<file path="src/rtl/mem_arb_pkg.sv">
// Shared types and sizing for the fetch/LSU memory port arbiter.
package mem_arb_pkg;

    localparam int unsigned CNT_W           = 4;
    localparam int unsigned RD_LATENCY_DFLT = 1;
    localparam int unsigned TAG_DEPTH       = RD_LATENCY_DFLT + 1;

    typedef struct packed {
        logic valid;
        logic is_fetch;
    } rsp_tag_t;

    function automatic int unsigned tag_depth(input int unsigned rd_latency);
        return rd_latency + 1;
    endfunction

endpackage

</file>
<file path="src/rtl/mem_rsp_tracker.sv">
// Tracks in-flight SRAM reads so each response returns to its requester;
// fetch tags are killed on a pipeline redirect.
module mem_rsp_tracker
    import mem_arb_pkg::*;
#(
    parameter int unsigned RD_LATENCY = 1
) (
    input  logic clk,
    input  logic resetn,
    input  logic flush,
    input  logic push_valid,
    input  logic push_fetch,
    output logic ifetch_rvalid,
    output logic data_rvalid
);

    // The last of the tag_depth() stages is held pre-decoded as the two rvalid flops.
    localparam int unsigned NPIPE = tag_depth(RD_LATENCY) - 1;

    rsp_tag_t tag_q    [NPIPE];
    rsp_tag_t tag_kill [NPIPE];

    always_comb begin
        for (int unsigned i = 0; i < NPIPE; i++) begin
            tag_kill[i] = tag_q[i];
            if (flush && tag_q[i].is_fetch) begin
                tag_kill[i].valid = 1'b0;
            end
        end
    end

    always_ff @(posedge clk or negedge resetn) begin
        if (!resetn) begin
            for (int unsigned i = 0; i < NPIPE; i++) begin
                tag_q[i] <= '0;
            end
            ifetch_rvalid <= 1'b0;
            data_rvalid   <= 1'b0;
        end else begin
            tag_q[0].valid    <= push_valid;
            tag_q[0].is_fetch <= push_fetch;
            for (int unsigned i = 1; i < NPIPE; i++) begin
                tag_q[i] <= tag_kill[i-1];
            end
            ifetch_rvalid <= tag_kill[NPIPE-1].valid &  tag_kill[NPIPE-1].is_fetch;
            data_rvalid   <= tag_kill[NPIPE-1].valid & ~tag_kill[NPIPE-1].is_fetch;
        end
    end

endmodule

</file>
<file path="src/rtl/mem_port_arbiter.sv">
// Shares one single-ported SRAM between instruction fetch and the load/store unit,
// with bounded fetch starvation and flush-aware response routing.
module mem_port_arbiter
    import mem_arb_pkg::*;
#(
    parameter int unsigned RD_LATENCY   = 1,
    parameter int unsigned STARVE_LIMIT = 4
) (
    input  logic        clk,
    input  logic        resetn,
    input  logic        flush,
    input  logic        ifetch_req,
    input  logic [31:0] ifetch_addr,
    output logic        ifetch_stall,
    output logic        ifetch_rvalid,
    output logic [31:0] ifetch_rdata,
    input  logic        data_req,
    input  logic        data_we,
    input  logic [3:0]  data_be,
    input  logic [31:0] data_addr,
    input  logic [31:0] data_wdata,
    output logic        data_gnt,
    output logic        data_rvalid,
    output logic [31:0] data_rdata,
    output logic        mem_en,
    output logic        mem_we,
    output logic [3:0]  mem_be,
    output logic [31:0] mem_addr,
    output logic [31:0] mem_wdata,
    input  logic [31:0] mem_rdata
);

    localparam logic [CNT_W-1:0] STARVE_MAX = CNT_W'(STARVE_LIMIT);

    logic [CNT_W-1:0] starve_cnt;
    logic             fetch_pend;
    logic             starved;
    logic             data_grant;
    logic             fetch_grant;

    // Data has priority unless fetch has waited through STARVE_LIMIT data grants.
    always_comb begin
        fetch_pend  = ifetch_req & ~flush;
        starved     = fetch_pend & (starve_cnt == STARVE_MAX);
        data_grant  = data_req & ~starved;
        fetch_grant = fetch_pend & ~data_grant;
    end

    assign ifetch_stall = fetch_pend & ~fetch_grant;
    assign data_gnt     = data_grant;

    always_ff @(posedge clk or negedge resetn) begin
        if (!resetn) begin
            starve_cnt <= '0;
        end else if (fetch_grant || !fetch_pend) begin
            starve_cnt <= '0;
        end else if (data_grant && (starve_cnt != STARVE_MAX)) begin
            starve_cnt <= starve_cnt + CNT_W'(1);
        end
    end

    // Issue registers: address and write data hold when nothing is granted.
    always_ff @(posedge clk or negedge resetn) begin
        if (!resetn) begin
            mem_en    <= 1'b0;
            mem_we    <= 1'b0;
            mem_be    <= '0;
            mem_addr  <= '0;
            mem_wdata <= '0;
        end else begin
            mem_en <= data_grant | fetch_grant;
            mem_we <= data_grant & data_we;
            mem_be <= data_grant ? data_be : 4'b0000;
            if (data_grant) begin
                mem_addr  <= data_addr;
                mem_wdata <= data_wdata;
            end else if (fetch_grant) begin
                mem_addr  <= ifetch_addr;
                mem_wdata <= '0;
            end
        end
    end

    assign ifetch_rdata = mem_rdata;
    assign data_rdata   = mem_rdata;

    mem_rsp_tracker #(
        .RD_LATENCY (RD_LATENCY)
    ) u_rsp_tracker (
        .clk           (clk),
        .resetn        (resetn),
        .flush         (flush),
        .push_valid    (fetch_grant | (data_grant & ~data_we)),
        .push_fetch    (fetch_grant),
        .ifetch_rvalid (ifetch_rvalid),
        .data_rvalid   (data_rvalid)
    );

endmodule

</file>
<file path="config.mk">
export PLATFORM = sky130hd
export DESIGN_NAME = mem_port_arbiter
export DESIGN_NICKNAME = d
export VERILOG_FILES = /design/src/rtl/mem_arb_pkg.sv /design/src/rtl/mem_rsp_tracker.sv /design/src/rtl/mem_port_arbiter.sv
export SDC_FILE = /design/constraint.sdc
export NUM_CORES = 1
export LEC_CHECK = 0
export BUFFER_PORTS_ARGS = -buffer_cell sky130_fd_sc_hd__buf_2
export CAP_MARGIN = 20
export CELL_PAD_IN_SITES_DETAIL_PLACEMENT = 0
export CELL_PAD_IN_SITES_GLOBAL_PLACEMENT = 1
export CORE_UTILIZATION = 30
export DETAILED_ROUTE_END_ITERATION = 7
export GPL_ROUTABILITY_DRIVEN = 1
export GPL_TIMING_DRIVEN = 0
export PLACE_DENSITY_LB_ADDON = 0.08
export SYNTH_ARGS = -nofsm -noshare
export SYNTH_HDL_FRONTEND = slang
export SYNTH_SLANG_ARGS = --single-unit
</file>
<file path="constraint.sdc">
create_clock -name clk -period 2.3 [get_ports clk]
set_clock_uncertainty 0.2 [all_clocks]
set_input_delay 0.115 -clock clk [delete_from_list [all_inputs] [get_ports clk]]
set_output_delay 0.115 -clock clk [all_outputs]
set_load 0.05 [all_outputs]
</file>
Yosys cells after proc, flatten, opt, wreduce, memory -nomap -nowiden
Cells that the tools add are included.
W data, S select, Z words.
{ "op_classes": {"addsub": 1, "n_eq_ne": 2, "n_mux": 8, "n_bitwise": 17, "reduce_logical": 6} }
{ "ops": {"columns": ["op", "n"], "rows": [
  ["$mux W32", 4],
  ["$mux W4", 3],
  ["$and A1 B1 Y1", 9],
  ["$not A1 Y1", 6],
  ["$add A4 B1 Y4 const B", 1],
  ["$eq A4 B3 Y1 const B", 1],
  ["$ne A4 B3 Y1 const B", 1],
  ["$reduce_bool A2 Y1", 2],
  ["$logic_and A1 B1 Y1", 2],
  ["$or A1 B1 Y1", 2],
  ["$logic_not A1 Y1", 1],
  ["$logic_or A1 B1 Y1", 1],
  ["$mux W1", 1]
]} }
{ "totals": {"regBits": 78, "input_bits": 138, "out_inout_bits": 138, "wordCells": 44} }

Logic depth before layout (Yosys ltp)
Gate-level depths: netlist (run 1).
{ "depth": {"ltp_word": 9, "depth_mapped": 7, "ltp_nobuf": 6} }

Hierarchy
A second synthesis (run 1) with hierarchy kept.
{ "hier_totals": {"hier_cells": 359, "area_unflattened_um2": 3956.3} }
{ "modules_own_cells": {"columns": ["module", "instances", "cells_per_inst", "area_per_inst_um2", "seq_area_each_um2"], "rows": [
  ["mem_port_arbiter", 1, 353, 3837.4, 1851.8],
  ["mem_rsp_tracker", 1, 6, 118.9, 100.1]
]} }

Worst setup path before layout (run 1)
OpenSTA, ideal clock, no wires.
{ "synth_path": {"path_kind": "register -> register", "start": "reg starve_cnt[0]", "end": "reg mem_wdata[29]", "setup_time_ns": 0.121, "arrival_time_ns": 1.441, "t_required_ns": 1.979, "setup_slack_ns": 0.538, "path_stages_with_launch": 8, "n_path_buf": 1, "period_less_slack_ns": 1.762, "cell_sequence": "dfrtp_1 -> inv_1 -> ha_1 -> nand3b_1 -> o21ai_4 -> inv_2 -> buf_2 -> a22o_1"} }
{ "synth_via": {"elab_chain_len": 7, "word_cells_on_any_way": 8, "classes_between": "1 x eq/ne; 1 x mux; 5 x bitwise; 1 x reduce/logical"} }
{ "synth_rtl": {"columns": ["item", "line_no", "source"], "rows": [
  ["start, declared", "mem_port_arbiter.sv:35", "logic [CNT_W-1:0] starve_cnt;"],
  ["start signal, assigned", "mem_port_arbiter.sv:58", "starve_cnt <= starve_cnt + CNT_W'(1);"],
  ["$eq A4 B3 Y1 *", "mem_port_arbiter.sv:44", "starved = fetch_pend & (starve_cnt == STARVE_MAX);"],
  ["$and A1 B1 Y1 *", "mem_port_arbiter.sv:44", null],
  ["$not A1 Y1 *", "mem_port_arbiter.sv:45", "data_grant = data_req & ~starved;"],
  ["$and A1 B1 Y1 *", "mem_port_arbiter.sv:45", null],
  ["named net data_gnt", "mem_port_arbiter.sv:22", "output logic data_gnt,"],
  ["$not A1 Y1", "mem_port_arbiter.sv:46", "fetch_grant = fetch_pend & ~data_grant;"],
  ["$and A1 B1 Y1", "mem_port_arbiter.sv:46", null],
  ["$reduce_bool A2 Y1 (no line)", null, null],
  ["end signal, assigned", "mem_port_arbiter.sv:76", "mem_wdata <= data_wdata;"],
  ["end, declared", "mem_port_arbiter.sv:29", "output logic [31:0] mem_wdata,"]
]} }
Mark *: on every way through the listed nets, which the timed path passes. The rest lies on a longest branch.
A chain may end at the register's enable or synchronous reset.

Worst setup path in the final report (run 1)
{ "layout_path": {"start": "reg starve_cnt[0]", "end": "reg mem_addr[1]"} }
{ "layout_via": {"elab_chain_len": 7, "word_cells_on_any_way": 8, "classes_between": "1 x eq/ne; 1 x mux; 5 x bitwise; 1 x reduce/logical"} }
{ "layout_rtl": {"columns": ["item", "line_no", "source"], "rows": [
  ["$eq A4 B3 Y1 *", "mem_port_arbiter.sv:44", null],
  ["$and A1 B1 Y1 *", "mem_port_arbiter.sv:44", null],
  ["$not A1 Y1 *", "mem_port_arbiter.sv:45", null],
  ["$and A1 B1 Y1 *", "mem_port_arbiter.sv:45", null],
  ["$not A1 Y1", "mem_port_arbiter.sv:46", null],
  ["$and A1 B1 Y1", "mem_port_arbiter.sv:46", null],
  ["$reduce_bool A2 Y1 (no line)", null, null],
  ["end signal, assigned", "mem_port_arbiter.sv:75", "mem_addr <= data_addr;"],
  ["end signal, assigned", "mem_port_arbiter.sv:78", "mem_addr <= ifetch_addr;"],
  ["end, declared", "mem_port_arbiter.sv:28", "output logic [31:0] mem_addr,"]
]} }
Every way passes the cells marked *; elsewhere a longest branch is shown, timed or not.

==> results of run 1 <==
[worst paths after layout]
kind                                      startpoint                         to  slack, ns  depth (start not counted)
setup / recovery                       starve_cnt[0]                mem_addr[1]       0.16                          7
max in group asynchronous                     resetn                mem_addr[3]       1.24                          3
hold / removal                                resetn              mem_wdata[26]       0.07                          2
setup reg to reg                       starve_cnt[0]                mem_addr[1]       0.16                          7
hold reg to reg            u_rsp_tracker.tag_kill[0]  u_rsp_tracker.data_rvalid       0.21                          1
min in group clk                            data_req               mem_wdata[0]       0.11                          3
[what timing repair did]
item / CTS / global route
endpoints found under the setup margin: 0 / 1
buffers inserted: 0 / 2
hold buffers: 103 / 0
endpoints found under the hold margin: 149 / 0
resized for setup: 0 / 0
[metal layers]
layer,share of wire,wire (um),vias up
li1,-,-,1925
met1,0.41,5080,1882
met2,0.48,5870,172
met3,0.092,1130,13
met4,0.013,165,0
met5,0,0,-
[power breakdown]
| part | switching [uW] | total, uW | internal [uW] |
|---|---|---|---|
| registers | 59.9 | 1550 | 1490 |
| logic | 934 | 1460 | 523 |
| clock network | 604 | 1460 | 854 |
| total | 1600 | 4460 | 2860 |
[registers in the layout, summed over array words and instances, names as in the netlist]
signal	flops
u_rsp_tracker.data_rvalid	1
mem_addr	32
starve_cnt	4
u_rsp_tracker.ifetch_rvalid	1
u_rsp_tracker.tag_kill	1
mem_we	1
mem_wdata	32
u_rsp_tracker.tag_q	1
mem_be	4
mem_en	1
[synth_stat cells (2+ instances only)]
| cell type | number |
|---|---|
| dfrtp_1 | 78 |
| nor2_1 | 70 |
| buf_4 | 65 |
| a22o_1 | 32 |
| mux2i_1 | 32 |
| o221a_2 | 32 |
| buf_2 | 17 |
| clkbuf_1 | 6 |
| inv_1 | 6 |
| and2_1 | 5 |
| and3b_1 | 2 |
| ha_1 | 2 |
| nand3_1 | 2 |
| nor2b_1 | 2 |
[worst max-delay path: stages, from the launching register on]
cell	delay, ns
dfrtp_1	0.39
inv_1	0.06
ha_1	0.20
nand3b_1	0.15
o21ai_4	0.09
buf_4	0.15
o221a_2	0.23
dlygate4sd3_1	0.55
[logic make-up (layout without fill, tap and decap cells)]
group	Yosys count	in the layout	synth area share
mux	32	32	0.0811
simple gates	84	84	0.0890
buf+inv	95	460	0.157
flops	78	78	0.494
xor+xnor	2	2	0.00443
fa+ha+maj	2	2	0.00633
compound gates	66	66	0.168
[area by class of cell]
type | instances | share of cell area
clock inverter | 7 | 0.0117
clock buffer | 9 | 0.0333
multi-input combinational | 186 | 0.204
buffer | 88 | 0.0881
sequential | 78 | 0.289
inverter | 7 | 0.00389
tap | 172 | 0.0318
timing repair buffer | 349 | 0.339
[layout by cell type (no fill, tap or decap)]
master	Yosys	final
clkinv_2	0	1
buf_16	0	1
ha_1	2	2
clkbuf_1	6	6
o221a_2	32	32
clkbuf_16	0	9
nand3_1	2	2
clkinv_4	0	2
buf_4	65	68
and3b_1	2	2
dfrtp_1	78	78
o21ai_4	1	1
buf_2	17	259
nand3b_1	1	1
a22o_1	32	32
nand2_1	1	1
dlygate4sd3_1	0	103
xor2_1	1	1
and2_1	5	5
nor2b_1	2	2
o22ai_1	1	1
xnor2_1	1	1
inv_1	6	6
nor2_1	70	70
inv_6	0	3
mux2i_1	32	32
nand2b_1	1	1
inv_2	1	1
bufinv_16	0	1
[metrics by stage]
stage	instances	cell area, um2
finish	896	6760
global route	896	6760
CTS	894	6750
detailed placement	775	5410
global placement	774	5380
floorplan	359	3950
==> impl_results.md, run 1 <==
- Io pins: between 200 and 300
- Pwr Density: about 660 nW/um2
- First-pass GRT wire length: 18400 um
- Synth Register Bits: 78
- Synth area leader: dfrtp_1
- Setup WS post-layout: between 0.15 and 0.2 ns
- Top-area cell type share of the netlist area: 0.494
- DRC violations left: 0
- Main area contributors after synthesis: dfrtp_1 (49%), buf_4 (12%), o221a_2 (9.1%), mux2i_1 (8.1%), a22o_1 (7.1%)
- Core Footprint: 12700 um2
- Met3 Usage GRT: 0.0654
- Post-Route WL: about 12000 um
- FFs w/ async S/R, synth: 1.00
- Max Slew Vio Count: 0
- CTS tree: yes
- Arrival time worst endpoint: 2.16 ns
- Final TNS setup: 0 ns
- DIE AREA: around 14000 um2
- Pre-CTS WS: 0.266 ns
- Die Y: 117 um
- Avg Vias per Cell: around 4.5
- Part of the cycle the worst path needs: 0.931
- Hold slack: 0.0748 ns
- Drt first pass iters: 4
- Synth Area per Inst: 11.0 um2
- Peak Freq: about 470 MHz
- Netlist cell types: 22
- Fin crit period: roughly 2.1 ns
- TritonCTS buffer count: 9
- Filler cells: roughly 1.2k
- Area Growth Syn to Fin: 71.2%
- Worst hold-check path type: in2async
- Initial antenna violation count: 0
- H-tree levels: 3
- All-Layer GR Usage: 0.177
- Most Used Layer, Global Route: met2
- Clock root buffer: clkbuf_16
- Setup crit start kind: flip-flop
- Global route overflow: 0
- Detailed-route via count: 3992
- Port buffer count: around 240
- Slew HR: 0.622
- Post-synth EDFFs: 0
- Critical-path maximum fanout: 4
- RSZ-0062 raised after global routing: no
- Clock sinks: 78
- Gate Count Post-Synth: 359
- Max Cap Viol: 0
- Number of placement rows: 41
- Number of global-route vias before repair: 3916
- Multi-input logic area: 1380 um2
- P_leak: 0.00359 uW
- Worst-case clock buffer depth: 2
- Final setup violation count: 0
- RD Place Congestion: 0.727
- Met2 GRT Util: 0.304
- Clock-pin transition on the worst setup and hold timing paths: approximately 0.06 ns
- Detail Placement HPWL: between 8000 and 9000 um
- GR Layer Usage met1: 0.203
- Drt wl/cell: 13.7 um
- Die width: roughly 120 um
- Endpoint type of the worst setup path: flip-flop
- Largest net degree at the start of global routing: 46
- Final ANT Viol Nets: 0
- Clk Latency, worst-skew pair: 0.34 ns
- Data required, critical path: 2.32 ns
- Initial core utilization: 0.311
- Final hold violation count: 0
- Fraction of the yosys area taken by sequential cells: 0.494
- Status: completed
- Critical path class: reg2reg
- Worst slew pin tran: 0.567 ns
- Share of layout cells above drive strength 1: 0.522
- Ys Warns: 0
- Ant. Diodes: 0
- Nets: between 800 and 900
- Post-Syn Nets: 499
- Main synth FF type: dfrtp_1
- Peak supply drop: 0.340 mV
- Initial DRC count: roughly 160
- Final Power: about 4500 uW
- Core Util, Final: 0.532
- Register area: 1950 um2
- Post-Syn Area: 3950 um2
(Power assumes the default switching activity.)
==> run 2: changes to the inputs <==
CORE_UTILIZATION = 32   (was 30)
clock period = 2.6 ns   (was 2.3 ns; I/O delays follow)
==> impl_results.md, run 2 (synthesis gave the netlist of run 1 again) <==
- Worst slew pin tran: 0.525 ns (was 0.567 ns)
- Met3 Usage GRT: 0.0423 (was 0.0654)
- Io pins: 276 (unchanged)
- Post-Route WL: 12100 um (was 12300 um)
- Comb pwr share: 0.330 (was 0.326)
- Met2 GRT Util: 0.324 (was 0.304)
- Post-Place Cells: 750 (was 775)
- Largest net degree at the start of global routing: 44 (was 46)
- Most frequent cells in the layout: buf_2 (259), dlygate4sd3_1 (103), dfrtp_1 (78), nor2_1 (70), buf_4 (66) (was buf_2 (259), dlygate4sd3_1 (103), dfrtp_1 (78), nor2_1 (70), buf_4 (68))
- Initial core utilization: 0.329 (was 0.311)
- Most common cell after layout, fill and taps aside: buf_2 (unchanged)
- Finished Layout Cells: 869 (was 896)
- Part of the cycle the worst path needs: 0.937 (was 0.931)
- Pint: 2540 uW (was 2860 uW)
- Status: completed (unchanged)
- Die Y: 113 um (was 117 um)
- Max Slew Vio Count: 0 (unchanged)
- Number of placement rows: 40 (was 41)
- Peak Freq: 410 MHz (was 467 MHz)
- TritonCTS buffer count: 9 (unchanged)
- Clock-pin transition on the worst setup and hold timing paths: 0.06 ns (about the same)
- Worst hold-check path type: in2async (unchanged)
- Final setup violation count: 0 (unchanged)
- Seq pwr share: 0.347 (about the same)
- FF-to-FF path depth: 7 (unchanged)
- Critical-path maximum fanout: 10 (was 4)
- CTS tree: yes (unchanged)
- Critical path class: reg2reg (unchanged)
- Clock root buffer: clkbuf_16 (unchanged)
- Core Footprint: 12000 um2 (was 12700 um2)
- Net Sw Frac: 0.356 (was 0.358)
- Data required, critical path: 2.61 ns (was 2.32 ns)
- RSZ-0062 raised after global routing: no (unchanged)
- Global route overflow: 0 (unchanged)
- Initial DRC count: 178 (was 156)
- H-tree levels: 3 (unchanged)
- Nets: 857 (was 859)
- Worst-case clock buffer depth: 2 (unchanged)
- Pwr Density: 588 nW/um2 (was 660 nW/um2)
- Final ANT Viol Nets: 0 (unchanged)
- Drt wl/cell: 14.0 um (was 13.7 um)
- Drt first pass iters: 4 (unchanged)
- Switching power total: 1400 uW (was 1600 uW)
- Reg-to-reg startpoint: starve_cnt[0] (unchanged)
- Most Used Layer, Global Route: met2 (unchanged)
- GR Layer Usage met1: 0.231 (was 0.203)
- Port buffer count: 243 (unchanged)
- P_leak: 0.00356 uW (was 0.00359 uW)
- All-Layer GR Usage: 0.187 (was 0.177)
- Peak supply drop: 0.292 mV (was 0.340 mV)
- Reg2reg end: mem_addr[13] (was mem_addr[1])
- First-pass GRT wire length: 18800 um (was 18400 um)
- Endpoint type of the worst setup path: flip-flop (unchanged)
- RD Place Congestion: 0.732 (was 0.727)
- Setup bufs post-CTS: 0 (unchanged)
- Final hold violation count: 0 (unchanged)
- Max Cap Viol: 0 (unchanged)
- Area Growth Syn to Fin: 69.7% (was 71.2%)
- Detail Placement HPWL: 8300 um (was 8450 um)
- Slew HR: 0.650 (was 0.622)
- Final TNS setup: 0 ns (unchanged)
- Clock sinks: 78 (unchanged)
- Initial antenna violation count: 0 (unchanged)
- Die width: 113 um (was 117 um)
- Setup crit start kind: flip-flop (unchanged)
- Number of global-route vias before repair: 3907 (was 3916)
- DRC violations left: 0 (unchanged)
- DIE AREA: 12800 um2 (was 13600 um2)
- Internal reg-to-reg setup slack: 0.16 ns (about the same)
- Share of layout cells above drive strength 1: 0.522 (about the same)
- Avg Vias per Cell: 4.55 (was 4.46)
- Ant. Diodes: 0 (unchanged)
- Clock share of power: 0.323 (was 0.327)
- Fin crit period: 2.44 ns (was 2.14 ns)
- Largest regs: mem_addr x32, mem_wdata x32 (unchanged)
- Detailed-route via count: 3956 (was 3992)
- Arrival time worst endpoint: 2.45 ns (was 2.16 ns)
- Clk Latency, worst-skew pair: 0.33 ns (was 0.34 ns)
## run 2: cell count changes in the layout (fill, tap and decap cells not counted), sizes merged
cell,change
clkinv,-3
clkinvlp,+3
buf,-2
clkbuf,+1
inv,-1
## run 2: critical path: stages, from the launching register on
cell and delay [ns]:
dfrtp_1 0.41, inv_1 0.08, ha_1 0.18, and3b_1 0.17, nand2_1 0.15, clkbuf_2 0.26, o221a_2 0.31, dlygate4sd3_1 0.56
## run 2: final cells by class
cell class,instances,area [um2]
plain buffers,88,598
clock buffers,10,229
fillers,1105,5310
inverters,7,26.3
clock inverters,6,70.1
repair buffers,347,2270
multi-input cells,186,1380
well taps,147,184
flip-flops and latches,78,1950
## run 2: how the worst max path moves through the flow
| stage | startpoint | to | slack (ns) |
|---|---|---|---|
| final | starve_cnt[0] | mem_addr[13] | 0.16 |
| after global placement | resetn | mem_addr[6] | 0.56 |
| after detailed placement | starve_cnt[0] | mem_addr[7] | 0.57 |
| after CTS | starve_cnt[0] | mem_addr[21] | 0.02 |
| after global routing | starve_cnt[0] | mem_addr[16] | 0.03 |
| after floorplan | starve_cnt[0] | mem_wdata[29] | 0.84 |
## run 2: power by group through the flow
| stage | registers (uW) | clock network, uW | logic, uW |
|---|---|---|---|
| after floorplan | 1750 | 0 | 483 |
| after global placement | 1390 | 0 | 1160 |
| after detailed placement | 1390 | 0 | 1170 |
| after CTS | 1370 | 1320 | 1310 |
| after global routing | 1380 | 1360 | 1370 |
| final | 1370 | 1270 | 1300 |
## run 2: what timing repair did
item / CTS / global route
gates resized for setup: 0 / 4
endpoints found under the hold margin: 140 / 0
hold buffers: 103 / 0
setup endpoints to repair: 0 / 12
## run 2: stage by stage
step            util  total power [uW]  hold slack (ns)  setup WS (ns)  cell area (um2)
6_report       0.558              3940            0.103          0.163             6710
5_1_grt        0.558              4120            0.157         0.0317             6710
4_1_cts        0.558              3990            0.118         0.0203             6700
3_5_place_dp   0.447              2560          -0.0654          0.567             5370
3_3_place_gp   0.446              2540            0.139          0.557             5350
2_1_floorplan      -              2230           -0.366          0.838             3950
## run 2: layer usage
layer / vias to the layer above / wire length [um] / part of all wire
li1: 1918 / - / -
met1: 1870 / 5260 / 0.43
met2: 158 / 5940 / 0.49
met3: 10 / 817 / 0.067
met4: 0 / 128 / 0.011
met5: - / 0 / 0
==> run 3: changes to the inputs <==
CORE_UTILIZATION = 30   (was 32)
clock period = 2.4 ns   (was 2.6 ns; I/O delays follow)
==> impl_results.md, run 3 (synthesis gave the netlist of run 1 again) <==
- Final ANT Viol Nets: 0 (unchanged)
- Worst hold-check path type: in2async (unchanged)
- DP Area: 5410 um2 (was 5370 um2)
- Most common cell after layout, fill and taps aside: buf_2 (unchanged)
- Critical-path maximum fanout: 10 (unchanged)
- Io pins: 276 (unchanged)
- Design Area, Final: 6750 um2 (was 6710 um2)
- Ant. Diodes: 0 (unchanged)
- Max Slew Vio Count: 0 (unchanged)
- Global route overflow: 0 (unchanged)
- Slew HR: 0.623 (was 0.650)
- Die Y: 117 um (was 113 um)
- Area Growth Syn to Fin: 70.8% (was 69.7%)
- Detailed-route via count: 3970 (was 3956)
- Data required, critical path: 2.08 ns (was 2.61 ns)
- Post-Place Cells: 775 (was 750)
- Worst slew pin tran: 0.565 ns (was 0.525 ns)
- Clk Latency, worst-skew pair: 0.34 ns (was 0.33 ns)
- CP Launch Point: flush (was starve_cnt[0])
- Largest regs: mem_addr x32, mem_wdata x32 (unchanged)
- Reg-to-reg startpoint: starve_cnt[0] (unchanged)
- Share of layout cells above drive strength 1: 0.521 (was 0.522)
- Post-Route WL: 12200 um (was 12100 um)
- Critical path class: in2out (was reg2reg)
- Initial core utilization: 0.311 (was 0.329)
- Port buffer count: 243 (unchanged)
- H-tree levels: 3 (unchanged)
- Part of the cycle the worst path needs: 0.910
- Max Cap Viol: 0 (unchanged)
- RSZ-0062 raised after global routing: no (unchanged)
- Clock-pin transition on the worst setup and hold timing paths: 0.06 ns (about the same)
- Final Power: 4270 uW (was 3940 uW)
- Hold_buf cts: 103 (unchanged)
- Initial antenna violation count: 0 (unchanged)
- Fin crit period: approximately 2.2 ns
- DRC violations left: 0 (unchanged)
- Nets: 857 (unchanged)
- RD Place Congestion: 0.727 (was 0.732)
- Clock root buffer: clkbuf_16 (unchanged)
- Largest net degree at the start of global routing: 46 (was 44)
- Number of global-route vias before repair: 3916 (was 3907)
- Core Util, Final: 0.530 (was 0.558)
- CTS tree: yes (unchanged)
- Pwr Density: 633 nW/um2 (was 588 nW/um2)
- Avg Vias per Cell: 4.44 (was 4.55)
- Initial DRC count: 168 (was 178)
- P_leak: 0.00358 uW (was 0.00356 uW)
- DIE AREA: 13600 um2 (was 12800 um2)
- TritonCTS buffer count: 9 (unchanged)
- First-pass GRT wire length: 18400 um (was 18800 um)
- Setup crit start kind: input port (was flip-flop)
- Final hold violation count: 0 (unchanged)
- Most frequent cells in the layout: buf_2 (259), dlygate4sd3_1 (103), dfrtp_1 (78), nor2_1 (70), buf_4 (66) (unchanged)
- Arrival time worst endpoint: 1.86 ns (was 2.45 ns)
- Worst-case clock buffer depth: 2 (unchanged)
- PostCTS Resize Cnt: 0 (unchanged)
- Final setup violation count: 0 (unchanged)
- Peak Freq: 458 MHz
- Internal reg-to-reg setup slack: 0.29 ns (was 0.16 ns)
- Core Footprint: 12700 um2 (was 12000 um2)
- Finished Layout Cells: 894 (was 869)
- Drt wl/cell: 13.7 um (was 14.0 um)
- Crit path to: data_gnt (was mem_addr[13])
- Number of placement rows: 41 (was 40)
- Reg2reg end: mem_addr[1] (was mem_addr[13])
- Endpoint type of the worst setup path: output port (was flip-flop)
- Status: completed (unchanged)
- Filler cells: 1184 (was 1105)
- Drt first pass iters: 4 (unchanged)
- Setup bufs post-CTS: 0 (unchanged)
- Die width: 117 um (was 113 um)
- Detail Placement HPWL: 8450 um (was 8300 um)
- Clock sinks: 78 (unchanged)
- Peak supply drop: 0.321 mV (was 0.292 mV)
- Final TNS setup: 0 ns (unchanged)
- All-Layer GR Usage: 0.177 (was 0.187)
- FF-to-FF path depth: 6 (was 7)
==> run 3: worst max-delay path: stages <==
cell and delay, ns:
dlygate4sd3_1 0.54, buf_2 0.13, nand2b_1 0.13, buf_4 0.18, o21ai_4 0.26, inv_2 0.09
buf_2 0.18, buf_2 0.22
==> run 3: report_power, final <==
group / total (uW) / leakage [uW] / switching, uW / internal (uW)
combinational: 1390 / 0.00249 / 894 / 499
clock: 1390 / 0.000151 / 573 / 818
sequential: 1480 / 0.000939 / 57.5 / 1430
==> run 3: how the worst min path moves through the flow <==
stage                     cells after the start  startpoint                      to  slack, ns
after floorplan                               0      resetn             mem_addr[0]      -0.38
after global placement                        2     data_we  u_rsp_tracker.tag_q[1]       0.12
after detailed placement                      1      resetn           mem_wdata[26]      -0.09
after CTS                                     2      resetn           mem_wdata[26]       0.07
after global routing                          2      resetn           mem_wdata[26]       0.12
final                                         2      resetn           mem_wdata[26]       0.08
==> run 3: routing by layer <==
metal | GRT usage | vias to the layer above | part of all wire
li1 | - | 1923 | -
met1 | 0.203 | 1863 | 0.41
met3 | 0.0654 | 11 | 0.095
met2 | 0.304 | 173 | 0.48
met5 | 0 | - | 0
met4 | 0.0565 | 0 | 0.011
==> run 3: final cells by class <==
class / count / area, um2 / area share
clock inverter: 7 / 78.8 / 0.0117
sequential: 78 / 1950 / 0.289
tap: 172 / 215 / 0.0319
multi-input combinational: 186 / 1380 / 0.204
clock buffer: 9 / 225 / 0.0334
inverter: 7 / 26.3 / 0.00389
timing repair buffer: 347 / 2280 / 0.337
buffer: 88 / 596 / 0.0883
==> run 3: through the flow <==
| stage | worst slack [ns] | hold WS (ns) |
|---|---|---|
| 2_1_floorplan | 0.638 | -0.376 |
| 3_3_place_gp | 0.348 | 0.123 |
| 3_5_place_dp | 0.366 | -0.0917 |
| 4_1_cts | 0.179 | 0.0740 |
| 5_1_grt | 0.0918 | 0.122 |
| 6_report | 0.215 | 0.0800 |
